==> src/rtl/cla_nibble_seq_adder_if.sv <==
// Operand/result handshake bundle for the nibble-serial CLA adder/subtractor.
// The bench drives through master; the adder sits on slave.
interface cla_nibble_seq_adder_if #(
    parameter int WIDTH = 16
);
    logic             in_valid;
    logic             in_ready;
    logic [WIDTH-1:0] a;
    logic [WIDTH-1:0] b;
    logic             cin;
    logic             sub;
    logic             out_valid;
    logic             out_ready;
    logic [WIDTH-1:0] sum;
    logic             cout;

    modport master (
        output in_valid, a, b, cin, sub, out_ready,
        input  in_ready, out_valid, sum, cout
    );

    modport slave (
        input  in_valid, a, b, cin, sub, out_ready,
        output in_ready, out_valid, sum, cout
    );
endinterface

==> src/rtl/cla_nibble_seq_adder.sv <==
// Multi-cycle WIDTH-bit adder/subtractor: one shared 4-bit carry-lookahead slice,
// one nibble per clock LSB first, carry held in a register between passes.

module cla_4bit (
    input  logic [3:0] a_i,
    input  logic [3:0] b_i,
    input  logic       c_i,
    output logic [3:0] s_o,
    output logic       c_o
);
    logic [3:0] g;
    logic [3:0] p;
    logic [4:0] c;

    assign g = a_i & b_i;
    assign p = a_i ^ b_i;

    // Every carry is formed directly from generate/propagate terms, no ripple.
    assign c[0] = c_i;
    assign c[1] = g[0] | (p[0] & c_i);
    assign c[2] = g[1] | (p[1] & g[0]) | (p[1] & p[0] & c_i);
    assign c[3] = g[2] | (p[2] & g[1]) | (p[2] & p[1] & g[0])
                | (p[2] & p[1] & p[0] & c_i);
    assign c[4] = g[3] | (p[3] & g[2]) | (p[3] & p[2] & g[1])
                | (p[3] & p[2] & p[1] & g[0])
                | (p[3] & p[2] & p[1] & p[0] & c_i);

    assign s_o = p ^ c[3:0];
    assign c_o = c[4];
endmodule

module cla_nibble_seq_adder #(
    parameter int WIDTH = 16
) (
    input  logic                   clk,
    input  logic                   rst_n,
    cla_nibble_seq_adder_if.slave  bus
);
    localparam int NIB   = WIDTH / 4;
    localparam int CNT_W = (NIB > 1) ? $clog2(NIB) : 1;

    typedef enum logic [1:0] {
        S_IDLE = 2'd0,
        S_RUN  = 2'd1,
        S_DONE = 2'd2
    } state_t;

    state_t             state_q, state_d;
    logic [WIDTH-1:0]   opa_q, opa_d;
    logic [WIDTH-1:0]   opb_q, opb_d;
    logic [WIDTH-1:0]   res_q, res_d;
    logic [WIDTH-1:0]   sum_q, sum_d;
    logic               carry_q, carry_d;
    logic               cout_q, cout_d;
    logic [CNT_W-1:0]   cnt_q, cnt_d;

    logic [3:0]         nib_s;
    logic               nib_c;
    logic               last_nib;
    logic [WIDTH-1:0]   res_shift;

    cla_4bit u_slice (
        .a_i (opa_q[3:0]),
        .b_i (opb_q[3:0]),
        .c_i (carry_q),
        .s_o (nib_s),
        .c_o (nib_c)
    );

    assign last_nib  = (cnt_q == CNT_W'(NIB - 1));
    // New nibble enters at the MSB end so after NIB passes the word is in place.
    assign res_shift = (res_q >> 4) | (WIDTH'(nib_s) << (WIDTH - 4));

    always_ff @(posedge clk or negedge rst_n) begin
        if (!rst_n) begin
            state_q <= S_IDLE;
            opa_q   <= '0;
            opb_q   <= '0;
            res_q   <= '0;
            sum_q   <= '0;
            carry_q <= 1'b0;
            cout_q  <= 1'b0;
            cnt_q   <= '0;
        end else begin
            state_q <= state_d;
            opa_q   <= opa_d;
            opb_q   <= opb_d;
            res_q   <= res_d;
            sum_q   <= sum_d;
            carry_q <= carry_d;
            cout_q  <= cout_d;
            cnt_q   <= cnt_d;
        end
    end

    always_comb begin
        state_d = state_q;
        unique case (state_q)
            S_IDLE: if (bus.in_valid)  state_d = S_RUN;
            S_RUN:  if (last_nib)      state_d = S_DONE;
            S_DONE: if (bus.out_ready) state_d = S_IDLE;
            default:                   state_d = S_IDLE;
        endcase
    end

    always_comb begin
        opa_d   = opa_q;
        opb_d   = opb_q;
        res_d   = res_q;
        sum_d   = sum_q;
        carry_d = carry_q;
        cout_d  = cout_q;
        cnt_d   = cnt_q;
        unique case (state_q)
            S_IDLE: begin
                if (bus.in_valid) begin
                    // Subtraction is a + ~b + 1; cin is deliberately ignored there.
                    opa_d   = bus.a;
                    opb_d   = bus.sub ? ~bus.b : bus.b;
                    carry_d = bus.sub ? 1'b1 : bus.cin;
                    cnt_d   = '0;
                end
            end
            S_RUN: begin
                opa_d   = opa_q >> 4;
                opb_d   = opb_q >> 4;
                res_d   = res_shift;
                carry_d = nib_c;
                cnt_d   = cnt_q + CNT_W'(1);
                if (last_nib) begin
                    sum_d  = res_shift;
                    cout_d = nib_c;
                    cnt_d  = '0;
                end
            end
            default: ;
        endcase
    end

    always_comb begin
        bus.in_ready  = (state_q == S_IDLE);
        bus.out_valid = (state_q == S_DONE);
        bus.sum       = sum_q;
        bus.cout      = cout_q;
    end
endmodule

==> src/flat_wrapper.sv <==
// flat-port wrapper written by rule: the top's interface ports become plain ports
module cla_nibble_seq_adder_flat 
#(
    parameter int WIDTH = 16
)
  (clk, rst_n, bus_in_valid, bus_a, bus_b, bus_cin, bus_sub, bus_out_ready, bus_in_ready, bus_out_valid, bus_sum, bus_cout);
  cla_nibble_seq_adder_if #(.WIDTH(WIDTH)) bus_i ();
  input  logic clk;
  input  logic rst_n;
  input wire logic [$bits(bus_i.in_valid)-1:0] bus_in_valid;
  input wire logic [$bits(bus_i.a)-1:0] bus_a;
  input wire logic [$bits(bus_i.b)-1:0] bus_b;
  input wire logic [$bits(bus_i.cin)-1:0] bus_cin;
  input wire logic [$bits(bus_i.sub)-1:0] bus_sub;
  input wire logic [$bits(bus_i.out_ready)-1:0] bus_out_ready;
  output wire logic [$bits(bus_i.in_ready)-1:0] bus_in_ready;
  output wire logic [$bits(bus_i.out_valid)-1:0] bus_out_valid;
  output wire logic [$bits(bus_i.sum)-1:0] bus_sum;
  output wire logic [$bits(bus_i.cout)-1:0] bus_cout;
  assign bus_i.in_valid = bus_in_valid;
  assign bus_i.a = bus_a;
  assign bus_i.b = bus_b;
  assign bus_i.cin = bus_cin;
  assign bus_i.sub = bus_sub;
  assign bus_i.out_ready = bus_out_ready;
  assign bus_in_ready = bus_i.in_ready;
  assign bus_out_valid = bus_i.out_valid;
  assign bus_sum = bus_i.sum;
  assign bus_cout = bus_i.cout;
  cla_nibble_seq_adder #(.WIDTH(WIDTH)) u_core (.clk(clk), .rst_n(rst_n), .bus(bus_i));
endmodule
==> config.mk <==
export PLATFORM = sky130hd
export DESIGN_NAME = cla_nibble_seq_adder_flat
export DESIGN_NICKNAME = d
export VERILOG_FILES = /design/src/rtl/cla_nibble_seq_adder_if.sv /design/src/rtl/cla_nibble_seq_adder.sv /design/src/flat_wrapper.sv
export SDC_FILE = /design/constraint.sdc
export NUM_CORES = 1
export LEC_CHECK = 0
export ABC_AREA = 1
export CORE_MARGIN = 2
export CORE_UTILIZATION = 48
export CTS_CLUSTER_SIZE = 40
export DETAILED_ROUTE_END_ITERATION = 8
export HOLD_SLACK_MARGIN = 0.12
export PLACE_DENSITY = 0.74
export RECOVER_POWER = 50
export SYNTH_ARGS = -nofsm -noshare
export SYNTH_HDL_FRONTEND = slang
export SYNTH_SLANG_ARGS = --single-unit
==> constraint.sdc <==
create_clock -name clk -period 2.25 [get_ports clk]
set_input_delay 0.675 -clock clk [delete_from_list [all_inputs] [get_ports clk]]
set_output_delay 0.675 -clock clk [all_outputs]
set_load 0.1 [all_outputs]
After elaboration in Yosys (flattened, before gate mapping) --
Cells that the tools add are included.
Operators by class: reduce and logical (&&, ||, !) cells 5, eq/ne operators 6, mux-type cells 15, $add $sub $neg 1, bitwise operators 31
Operators with widths (number):
- 16-bit one-hot mux with 2 select lines | 2
- 16-bit 2-to-1 mux | 3
- 1-bit AND | 16
- 16-bit NOT | 1
- 12-bit by 16-bit bitwise OR with 16-bit output | 1
- 2-bit 2-to-1 mux | 5
- 1-bit bitwise OR | 10
- 4-bit XOR | 2
- 2-bit one-hot mux with 3 select lines | 1
- 4-bit AND | 1
- 2-bit equality test (second input constant) | 2
- 2-bit inequality test (second input constant) | 2
- 2-bit one-hot mux with 2 select lines | 1
- 2-bit AND reduction | 2
- 3-bit AND reduction | 1
- 2-bit by 1-bit adder with 2-bit output (second input constant) | 1
- 2-bit by 1-bit equality test with 1-bit output (second input constant) | 1
- 2-bit logical NOT | 1
- 1-bit 2-to-1 mux | 2
- 2-bit by 1-bit inequality test with 1-bit output (second input constant) | 1
- 1-bit one-hot mux with 2 select lines | 1
- 2-bit nonzero test | 1
Word-level totals: register bits 70, bits of input ports 38

Depth between registers and ports, before layout --
Gate-level depths: netlist (run 1).
depth after elaboration 7, depth in mapped cells 8, depth with buffers taken out 8

Cells and area by module --
Synthesis (run 1) repeated with hierarchy kept, for this count alone.
Unflattened totals: cell total of the unflattened synthesis 447, area, all modules 3339.5 um2
Modules (own cells, without submodules):
- cla_nibble_seq_adder | area an instance 3150.5 um2, instances 1, cells an instance 416, sequential area each 1651.6 um2
- cla_4bit | area an instance 188.9 um2, instances 1, cells an instance 31, sequential area each 0.0 um2

Worst setup path before layout (run 1) --
OpenSTA, ideal clock, no wires.
path kind reg2out, from reg u_core.state_q[1], to out bus_out_valid, cell stages (with the launch flop) 3, arrival time 1718 ps, buffers on the path 0, slack -143 ps, required time 1575 ps, cells stage by stage dfrtp_1 inv_1 nor2_1
On the way: word-level cells in the longest chain between the ends 1
RTL lines:
- start: declaration | RTL line cla_nibble_seq_adder.sv:48 | state_t state_q, state_d;
- start signal: assignment | RTL line cla_nibble_seq_adder.sv:85 | state_q <= state_d;
- 2-bit equality test | RTL line cla_nibble_seq_adder.sv:142 | bus.out_valid = (state_q == S_DONE);
- end: declaration | RTL line flat_wrapper.sv:17 | output wire logic [$bits(bus_i.out_valid)-1:0] bus_out_valid;
No other way between the ends.

Worst setup path after layout (run 1) --
from reg u_core.state_q[0], to out bus_in_ready
On the way: word-level cells in the longest chain between the ends 1
RTL lines:
- 2-bit logical NOT | RTL line cla_nibble_seq_adder.sv:141 | bus.in_ready = (state_q == S_IDLE);
- end: declaration | RTL line flat_wrapper.sv:16 | output wire logic [$bits(bus_i.in_ready)-1:0] bus_in_ready;
No other way between the ends.

==> flow_metrics.tcl, run 1 <==
set metrics [dict create \
    status "complete, no violations" \
    grt_pass1_wl_um 9780 \
    die_area_um2 6950 \
    yosysTopAreaCell "dfrtp_1" \
    insertedDiodeCount 0 \
    htree_levels 3 \
    io_buffers 56 \
    first_pass_iters 4 \
    cts_setup_buffers 0 \
    antenna_found_initial 0 \
    synthCells 317 \
    fmax_mhz 531 \
    place_ws_ps 203 \
    via_count 2257 \
    insertion_delay_ps 330 \
    tns_ps 0 \
    crit_path_end_kind "output pin" \
    start_util_pct 50.5 \
    clkSlewWorstSetupHoldPaths_ps 70 \
    slew_headroom_pct 29.2 \
    finalWirelength_um 5590 \
    drcViolationCount 0 \
    slowest_delay_ps 450 \
    slowest_stage "dfrtp_1" \
    finalWorstSetupSlack_ps 366 \
    vias_per_cell 4.97 \
    postSynthAreaPerCell_um2 9.54 \
    crit_family "flip-flops" \
    ios 57 \
    finalPower_uw 5800 \
    die_y_um 83.4 \
    rsz0062_at_grt "false" \
    setup-violations-final 0 \
    critPathMaxFanout 5 \
    core-area_um2 5990 \
    layout.nets 418 \
    criticalPathCategory "reg -> out" \
    worstPathCellList "nor2_2 -> buf_12" \
    clock-root-buffer "clkbuf_8" \
    initialDrtViolationCount 104 \
    grtUsageTotal_pct 17.7 \
    dp.cells 438 \
    grt_max_degree 47 \
    clockBufferDepth 2 \
    instances_no_fill 454 \
    hold_slack_ps 471 \
    skew_ps 6.17 \
    ys_ff_latch 66 \
    holdCritPathClass "reg -> reg" \
    critical_path_buf_inv_count 1 \
    placementRows 28 \
    syn_nets 361 \
    syn2layout_area_growth_pct 24.4 \
    post-dp-hpwl_um 3830 \
    postRouteAntennaNets 0 \
    yosysTopAreaCellShare_pct 54.6 \
    clock_sinks 66 \
    post_cts_resized 0 \
    drive_above_1_share_pct 15.6 \
    required_ps 1570 \
    synth_seq_area_share_pct 54.6 \
    vdd_drop_max_v 0.00110 \
    place.gp.congestion 0.777 \
    drt-wirelength-per-cell_um 12.3 \
    critPathLaunchType "flip-flop" \
    tightestPinTransition_ps 1060 \
    synth.area.top_cells "dfrtp_1 55%, nand2_1 13%, xnor2_1 4.9%, nand3_1 2.6%, o21ai_2 2.6%" \
    hold_violations 0 \
    yosys_warnings 0 \
    cap_violations 0 \
    powerDensity_nw_per_um2 1540 \
    synthDistinctLibCells 32 \
    worstPathArrival_ps 1210 \
    tritoncts "done" \
    grt-ovfl-total 0 \
    maxSlewViolCount 0 \
    cellLeakagePower_uw 0.00179 \
    fin_crit_sh_pct 83.7 \
    grt_pass1_vias 2071 \
    fillers 499 \
    cts_made_buffers 9 \
    hold_buffers 0 \
    period_minus_slack_ps 1880 \
    die-width_um 83.4 \
    syn_area_um2 3030 \
]
[cell type report]
cell class | count | area, um2 | area share [%]
sequential | 66 | 1650 | 43.9
inverter | 23 | 88.8 | 2.36
clock buffer | 14 | 173 | 4.59
multi-input combinational | 214 | 1190 | 31.5
tap | 75 | 93.8 | 2.49
clock inverter | 2 | 10.0 | 0.266
timing repair buffer | 60 | 562 | 14.9
[cells in the final DEF, fill, tap and decap left out, types with 7 or more instances in the layout]
cell type / Yosys / layout
nand3_1: 16 / 16
dfrtp_1: 66 / 66
clkbuf_8: 0 / 12
buf_4: 4 / 20
inv_1: 20 / 20
o21ai_1: 10 / 10
nand2_1: 108 / 108
clkdlybuf4s50_1: 0 / 36
o211ai_1: 7 / 7
o21ai_0: 13 / 13
xnor2_1: 17 / 17
o21ai_2: 9 / 9
[power breakdown]
part           switching [uW]  total [uW]  leakage (uW)  internal (uW)
sequential                279        1950      0.000852           1670
combinational            2110        2950      0.000844            836
clock                     414         902     0.0000965            488
[cells by family after synthesis]
| family | count (synthesis) | synth area share (%) |
|---|---|---|
| buffers and inverters | 37 | 6.37 |
| AOI/OAI and AO/OA | 54 | 12.3 |
| and+or+nand+nor | 137 | 19.1 |
| adders and majority gates | 6 | 2.73 |
| DFF | 66 | 54.6 |
| xor gates and xnor gates | 17 | 4.92 |
[per-stage QoR]
step           cell area (um2)  utilization (%)
2_1_floorplan             3030                -
3_3_place_gp              3600             60.0
3_5_place_dp              3600             60.0
6_report                  3760             62.8
4_1_cts                   3780             63.1
5_1_grt                   3760             62.8
[worst reg2reg max path, cell delays in order (launching register included)]
cell and delay [ps]:
dfrtp_1 400, inv_1 130, nand2_4 260, nand2_4 120, inv_2 390, a22oi_1 130
o21ai_1 120
[registers in the layout (all words and copies together), names as in the netlist]
signal and cells:
u_core.bus.sum 16, u_core.res_q 12, u_core.state_q 2, u_core.opa_q 16
u_core.bus.cout 1, u_core.carry_q 1, u_core.opb_q 16, u_core.cnt_q 2
[synthesized netlist by cell type]
library cell	count
o31ai_1	1
nand3_1	16
inv_4	1
nor2_8	1
o221ai_1	1
nor2_2	1
a22oi_1	4
a22oi_2	2
nand2_2	1
buf_2	5
clkbuf_1	1
inv_2	2
nand2_4	2
nand4_1	2
o21ai_1	10
a22o_1	4
o211ai_1	7
nor2_1	5
fa_1	1
dfrtp_1	66
ha_1	5
o22ai_1	1
buf_4	4
o21ai_2	9
o21ai_0	13
or2_2	1
buf_6	4
inv_1	20
nand2_1	108
a21o_1	1
a21oi_1	1
xnor2_1	17
[path summary, 6_finish.rpt]
| check | start | end | slack (ps) | cells after the start |
|---|---|---|---|---|
| max reg2reg | u_core.state_q[1]$_DFFE_PN0P_ | u_core.opb_q[11]$_DFFE_PN0P_ | 650 | 6 |
| max in group asynchronous | rst_n | u_core.opa_q[3]$_DFFE_PN0P_ | 460 | 2 |
| min in group asynchronous | rst_n | u_core.bus.sum[0]$_DFFE_PN0P_ | 510 | 1 |
| min reg2reg | u_core.bus.sum[0]$_DFFE_PN0P_ | u_core.bus.sum[0]$_DFFE_PN0P_ | 470 | 2 |
| min | u_core.bus.sum[0]$_DFFE_PN0P_ | u_core.bus.sum[0]$_DFFE_PN0P_ | 470 | 2 |
| max | u_core.state_q[0]$_DFFE_PN0P_ | bus_in_ready | 370 | 2 |
[metal layers]
layer | track usage (%) | wire [um]
met1 | 23.4 | 2560
met2 | 27.1 | 2680
met3 | 5.67 | 302
met4 | 7.30 | 43
met5 | 0 | 0
Note: power is estimated with default switching activity, not from simulation.
==> run 2: changes to the inputs <==
--- a/config.mk
+++ b/config.mk
@@ -7,11 +7,11 @@
 export LEC_CHECK = 0
 export ABC_AREA = 1
 export CORE_MARGIN = 2
-export CORE_UTILIZATION = 48
+export CORE_UTILIZATION = 47
 export CTS_CLUSTER_SIZE = 40
 export DETAILED_ROUTE_END_ITERATION = 8
 export HOLD_SLACK_MARGIN = 0.12
-export PLACE_DENSITY = 0.74
+export PLACE_DENSITY = 0.76
 export RECOVER_POWER = 50
 export SYNTH_ARGS = -nofsm -noshare
 export SYNTH_HDL_FRONTEND = slang
==> constraint.sdc (replaced) <==
create_clock -name clk -period 1.65 [get_ports clk]
set_input_delay 0.495 -clock clk [delete_from_list [all_inputs] [get_ports clk]]
set_output_delay 0.495 -clock clk [all_outputs]
set_load 0.1 [all_outputs]
==> run 2 against run 1 <==
Against the previous run:
- count of clock-buffer cells in the layout fell by 3
- via count rose by 3.6%
- highest routed layer unchanged
- utilization rose by 2.9 points
- first-iteration DRC count rose by 6.7%
- register-to-register slack got worse by 500 ps
- flip-flop and latch count did not move
- critical path type unchanged
==> flow_metrics.tcl, run 2 (synthesis results as in run 1) <==
set metrics [dict create \
    worstPathCellList "inv_2 -> nor2_4 -> buf_12" \
    setup-violations-final 0 \
    grtUsageTotal_pct 19.0 \
    slowest_stage "dfrtp_2" \
    finalPower_uw 9100 \
    tritoncts "done" \
    insertion_delay_ps 330 \
    vdd_drop_max_v 0.00162 \
    drive_above_1_share_pct 18.7 \
    final_cell_mix "108 x nand2_1, 64 x dfrtp_1, 35 x clkdlybuf4s50_1" \
    period_minus_slack_ps 1620 \
    final_util_pct 65.8 \
    fillers 491 \
    ff2ff_path_depth 5 \
    via_count 2339 \
    cap_violations 0 \
    clkSlewWorstSetupHoldPaths_ps 70 \
    die_y_um 84.2 \
    critPathMaxFanout 4 \
    htree_levels 3 \
    critPathLaunchType "flip-flop" \
    drt-wirelength-per-cell_um 12.9 \
    p_seq_share_pct 30.5 \
    vias_per_cell 5.05 \
    dp.cells 444 \
    power_frac_comb_pct 51.2 \
    sw_frac_of_total_pct 44.3 \
    place.gp.congestion 0.785 \
    crit_path_end_kind "output pin" \
    start_util_pct 48.2 \
    syn2layout_area_growth_pct 36.4 \
    clkPwrFrac_pct 18.3 \
    criticalPathCategory "reg -> out" \
    worstReg2RegEnd "u_core.res_q[14]$_DFFE_PN0P_" \
    skew_ps 4.16 \
    grt-ovfl-total 0 \
    crit_family "flip-flops" \
    die-width_um 84.2 \
    first_pass_iters 6 \
    required_ps 1150 \
    drcViolationCount 0 \
    p_int_uw 5060 \
    io_buffers 56 \
    clock-root-buffer "clkbuf_8" \
    instances_no_fill 463 \
    fmax_mhz 619 \
    maxSlewViolCount 0 \
    critical_path_buf_inv_count 2 \
    initialDrtViolationCount 111 \
    postRouteAntennaNets 0 \
    layout.nets 425 \
    clockBufferDepth 2 \
    antenna_found_initial 0 \
    cts_made_buffers 9 \
    p_sw_uw 4030 \
    grt_pass1_wl_um 10700 \
    core-area_um2 6280 \
    placementRows 29 \
    worstPathArrival_ps 1120 \
    rsz0062_at_grt "true" \
    status "complete, no violations" \
    finalWirelength_um 5990 \
    tightestPinTransition_ps 877 \
    ios 57 \
    clock_sinks 66 \
    post-dp-hpwl_um 4100 \
    slew_headroom_pct 41.6 \
    grt_pass1_vias 2408 \
    grt_max_degree 67 \
    slowest_delay_ps 420 \
    hold_violations 0 \
    holdCritPathClass "in -> async" \
    powerDensity_nw_per_um2 2200 \
    insertedDiodeCount 0 \
    fin_crit_sh_pct 97.9 \
    r2r_slack_ps 150 \
    layout_commonest_cell "nand2_1" \
    cellLeakagePower_uw 0.00193 \
    r2r_start "u_core.opb_q[1]$_DFFE_PN0P_" \
    die_area_um2 7090 \
    tns_ps 0 \
]
==> run 2: changes by cell type in the layout (fill, tap and decap cells not counted), sizes merged <==
cell / change
buf: +6
bufinv: +3
clkbuf: -2
clkdlybuf4s50: -1
dlygate4sd3: +1
==> run 2: cell type report <==
cell class,count,area (um2),area share (%)
clock buffers,11,151,3.67
clock inverters,5,100,2.42
inverters,23,88.8,2.15
multi-input cells,214,1200,29.1
flip-flops and latches,66,1650,40.1
well taps,77,96.3,2.33
repair buffers,67,836,20.2
==> run 2: per-layer routing <==
layer | vias up | wire length [um] | global-route usage, %
met5 | - | 0 | 0
met4 | 0 | 53 | 6.45
met3 | 4 | 319 | 5.21
met2 | 64 | 3060 | 32.3
met1 | 1116 | 2550 | 23.5
li1 | 1155 | - | -
==> run 2: what timing repair did <==
action / in CTS / in global routing
hold buffers: 0 / 0
hold endpoints to repair: 0 / 0
resized for setup: 3 / 0
pin swaps: 1 / 1
setup buffers: 3 / 0
setup endpoints to repair: 2 / 2
==> run 2: stage by stage <==
stage	hold WS [ps]	setup slack (ps)	cell area, um2
4_1_cts	174	14.9	4150
5_1_grt	466	-14.1	4130
3_5_place_dp	462	-163	3870
3_3_place_gp	459	-92.5	3870
2_1_floorplan	199	49.8	3040
6_report	388	34.8	4130
==> run 2: how the worst max path moves through the flow <==
stage | slack [ps] | cells after the start | to | from
finish | 30 | 3 | bus_out_valid | u_core.state_q[1]$_DFFE_PN0P_
global route | -10 | 3 | bus_out_valid | u_core.state_q[1]$_DFFE_PN0P_
CTS | 10 | 2 | bus_in_ready | u_core.state_q[0]$_DFFE_PN0P_
detailed placement | -160 | 6 | u_core.opb_q[9]$_DFFE_PN0P_ | bus_in_valid
global placement | -90 | 6 | u_core.opb_q[9]$_DFFE_PN0P_ | bus_in_valid
floorplan | 50 | 6 | u_core.opa_q[10]$_DFFE_PN0P_ | u_core.state_q[0]$_DFFE_PN0P_
==> run 2: power by group through the flow <==
stage                     logic, uW  clock network (uW)  registers (uW)
after floorplan                2010                   0            3890
after global placement         4520                   0            2770
after detailed placement       4640                   0            2800
after CTS                      4730                1700            2770
after global routing           5070                1770            2850
final                          4660                1670            2770
==> run 3: changes to the inputs <==
--- a/config.mk
+++ b/config.mk
@@ -6,7 +6,7 @@
 export NUM_CORES = 1
 export LEC_CHECK = 0
 export ABC_AREA = 1
-export CORE_MARGIN = 2
+export CORE_MARGIN = 4
 export CORE_UTILIZATION = 47
 export CTS_CLUSTER_SIZE = 40
 export DETAILED_ROUTE_END_ITERATION = 8
==> run 3 against run 2 <==
Against the previous run:
- die area is 9.7% higher
- first-iteration DRC count is 23% higher
- highest routed layer unchanged
- routed wire length is 1.9% higher
- global-route usage is 1.3 points lower
- power is 4.6% lower
- clock power is 30% lower
- worst setup slack better by 9.4 ps
- critical path type unchanged
- maximum frequency is 0.59% higher
- critical endpoint is now bus_in_ready
- register-to-register slack hardly changed
- combinational power is 2% higher
==> flow_metrics.tcl, run 3 (synthesis results as in run 1) <==
set metrics [dict create \
    layout_commonest_cell "nand2_1" \
    insertion_delay_ps 340 \
    die_area_um2 7780 \
    htree_levels 3 \
    status "complete, no violations" \
    die_y_um 88.2 \
    clkPwrFrac_pct 13.5 \
    tightestPinTransition_ps 877 \
    place.gp.congestion 0.814 \
    p_seq_share_pct 32.0 \
    antenna_found_initial 0 \
    grt_pass1_wl_um 10700 \
    power_frac_comb_pct 54.5 \
    ios 57 \
    p_int_uw 4640 \
    first_pass_iters 4 \
    finalWirelength_um 6110 \
    clockBufferDepth 2 \
    cap_violations 0 \
    dp.cells 442 \
    tritoncts "done" \
    die-width_um 88.2 \
    worstPathCellList "nor2_4 -> buf_12" \
    holdCritPathClass "in -> async" \
    slew_headroom_pct 41.5 \
    insertedDiodeCount 0 \
    initialDrtViolationCount 136 \
    drcViolationCount 0 \
    cts_made_buffers 9 \
    fin_area_um2 4080 \
    setup-violations-final 0 \
    postRouteAntennaNets 0 \
    layout.nets 428 \
    grt-ovfl-total 0 \
    critPathLaunchType "flip-flop" \
    skew_ps 5.21 \
    syn2layout_area_growth_pct 34.8 \
    grt_pass1_vias 2283 \
    post-dp-hpwl_um 4210 \
    p_sw_uw 4030 \
    core-area_um2 6100 \
    place_area_um2 3880 \
    critPathMaxFanout 3 \
    clock_sinks 66 \
    instances_no_fill 463 \
    hold_violations 0 \
    placementRows 28 \
    r2r_slack_ps 140 \
    crit_family "flip-flops" \
    required_ps 1150 \
    via_count 2315 \
    finalPower_uw 8680 \
    criticalPathCategory "reg -> out" \
    vdd_drop_max_v 0.00153 \
    maxSlewViolCount 0 \
    rsz0062_at_grt "false" \
    drive_above_1_share_pct 18.8 \
    grtUsageTotal_pct 17.7 \
    powerDensity_nw_per_um2 2130 \
    drt-wirelength-per-cell_um 13.2 \
    io_buffers 56 \
    crit_path_end_kind "output pin" \
    sw_frac_of_total_pct 46.5 \
    slowest_stage "dfrtp_2" \
    critical_path_buf_inv_count 1 \
    hold_slack_ps 398 \
    clkSlewWorstSetupHoldPaths_ps 70 \
    period_minus_slack_ps 1610 \
    grt_max_degree 67 \
    fmax_mhz 623 \
    vias_per_cell 5.00 \
    final_cell_mix "108 x nand2_1, 64 x dfrtp_1, 36 x clkdlybuf4s50_1" \
    slowest_delay_ps 440 \
    cellLeakagePower_uw 0.00191 \
    fin_crit_sh_pct 97.3 \
    clock-root-buffer "clkbuf_8" \
    worstPathArrival_ps 1110 \
    start_util_pct 49.6 \
]
-- run 3: stage by stage --
stage               util (%)  worst slack (ps)  TNS (ps)
finish                  66.9              44.3         0
global route            66.9              5.44         0
CTS                     67.1              19.3         0
detailed placement      63.6              -154     -3350
global placement        63.6              -115     -2760
floorplan                  -              49.8         0
-- run 3: power by group through the flow --
stage	Sequential, uW	Combinational (uW)	Clock (uW)
6_report	2780	4730	1170
5_1_grt	2860	5140	1270
4_1_cts	2770	4780	1210
3_5_place_dp	2800	4670	0
3_3_place_gp	2770	4540	0
2_1_floorplan	3890	2010	0
-- run 3: repair_timing --
item	4_1_cts	5_1_grt
endpoints found under the hold margin	0	0
hold buffers	0	0
gates resized for setup	2	1
endpoints found under the setup margin	2	3
pin swaps	1	1
setup buffers	5	1
-- run 3: cell type report --
cell class              count  area [um2]
multi-input cells         214        1200
flip-flops and latches     66        1650
repair buffers             70         871
fillers                   517        2020
clock buffers              12         155
well taps                  75        93.8
clock inverters             3        15.0
inverters                  23        88.8
-- run 3: per-layer routing --
layer,global-route usage (%),vias to the layer above,part of all wire [%]
met5,0,-,0
met4,7.97,0,1.7
met3,3.26,8,5.3
met2,28.4,66,48
met1,23.7,1080,45
li1,-,1161,-
-- run 3: path summary, 6_finish.rpt --
check,start,endpoint,cells after the start
hold reg to reg,u_core.res_q[15]$_DFFE_PN0P_,u_core.res_q[15]$_DFFE_PN0P_,2
max in group asynchronous,rst_n,u_core.state_q[0]$_DFFE_PN0P_,2
min in group clk,u_core.res_q[15]$_DFFE_PN0P_,u_core.res_q[15]$_DFFE_PN0P_,2
setup / recovery,u_core.state_q[1]$_DFFE_PN0P_,bus_in_ready,2
hold / removal,rst_n,u_core.res_q[12]$_DFFE_PN0P_,2
setup reg to reg,u_core.opb_q[1]$_DFFE_PN0P_,u_core.res_q[14]$_DFFE_PN0P_,5
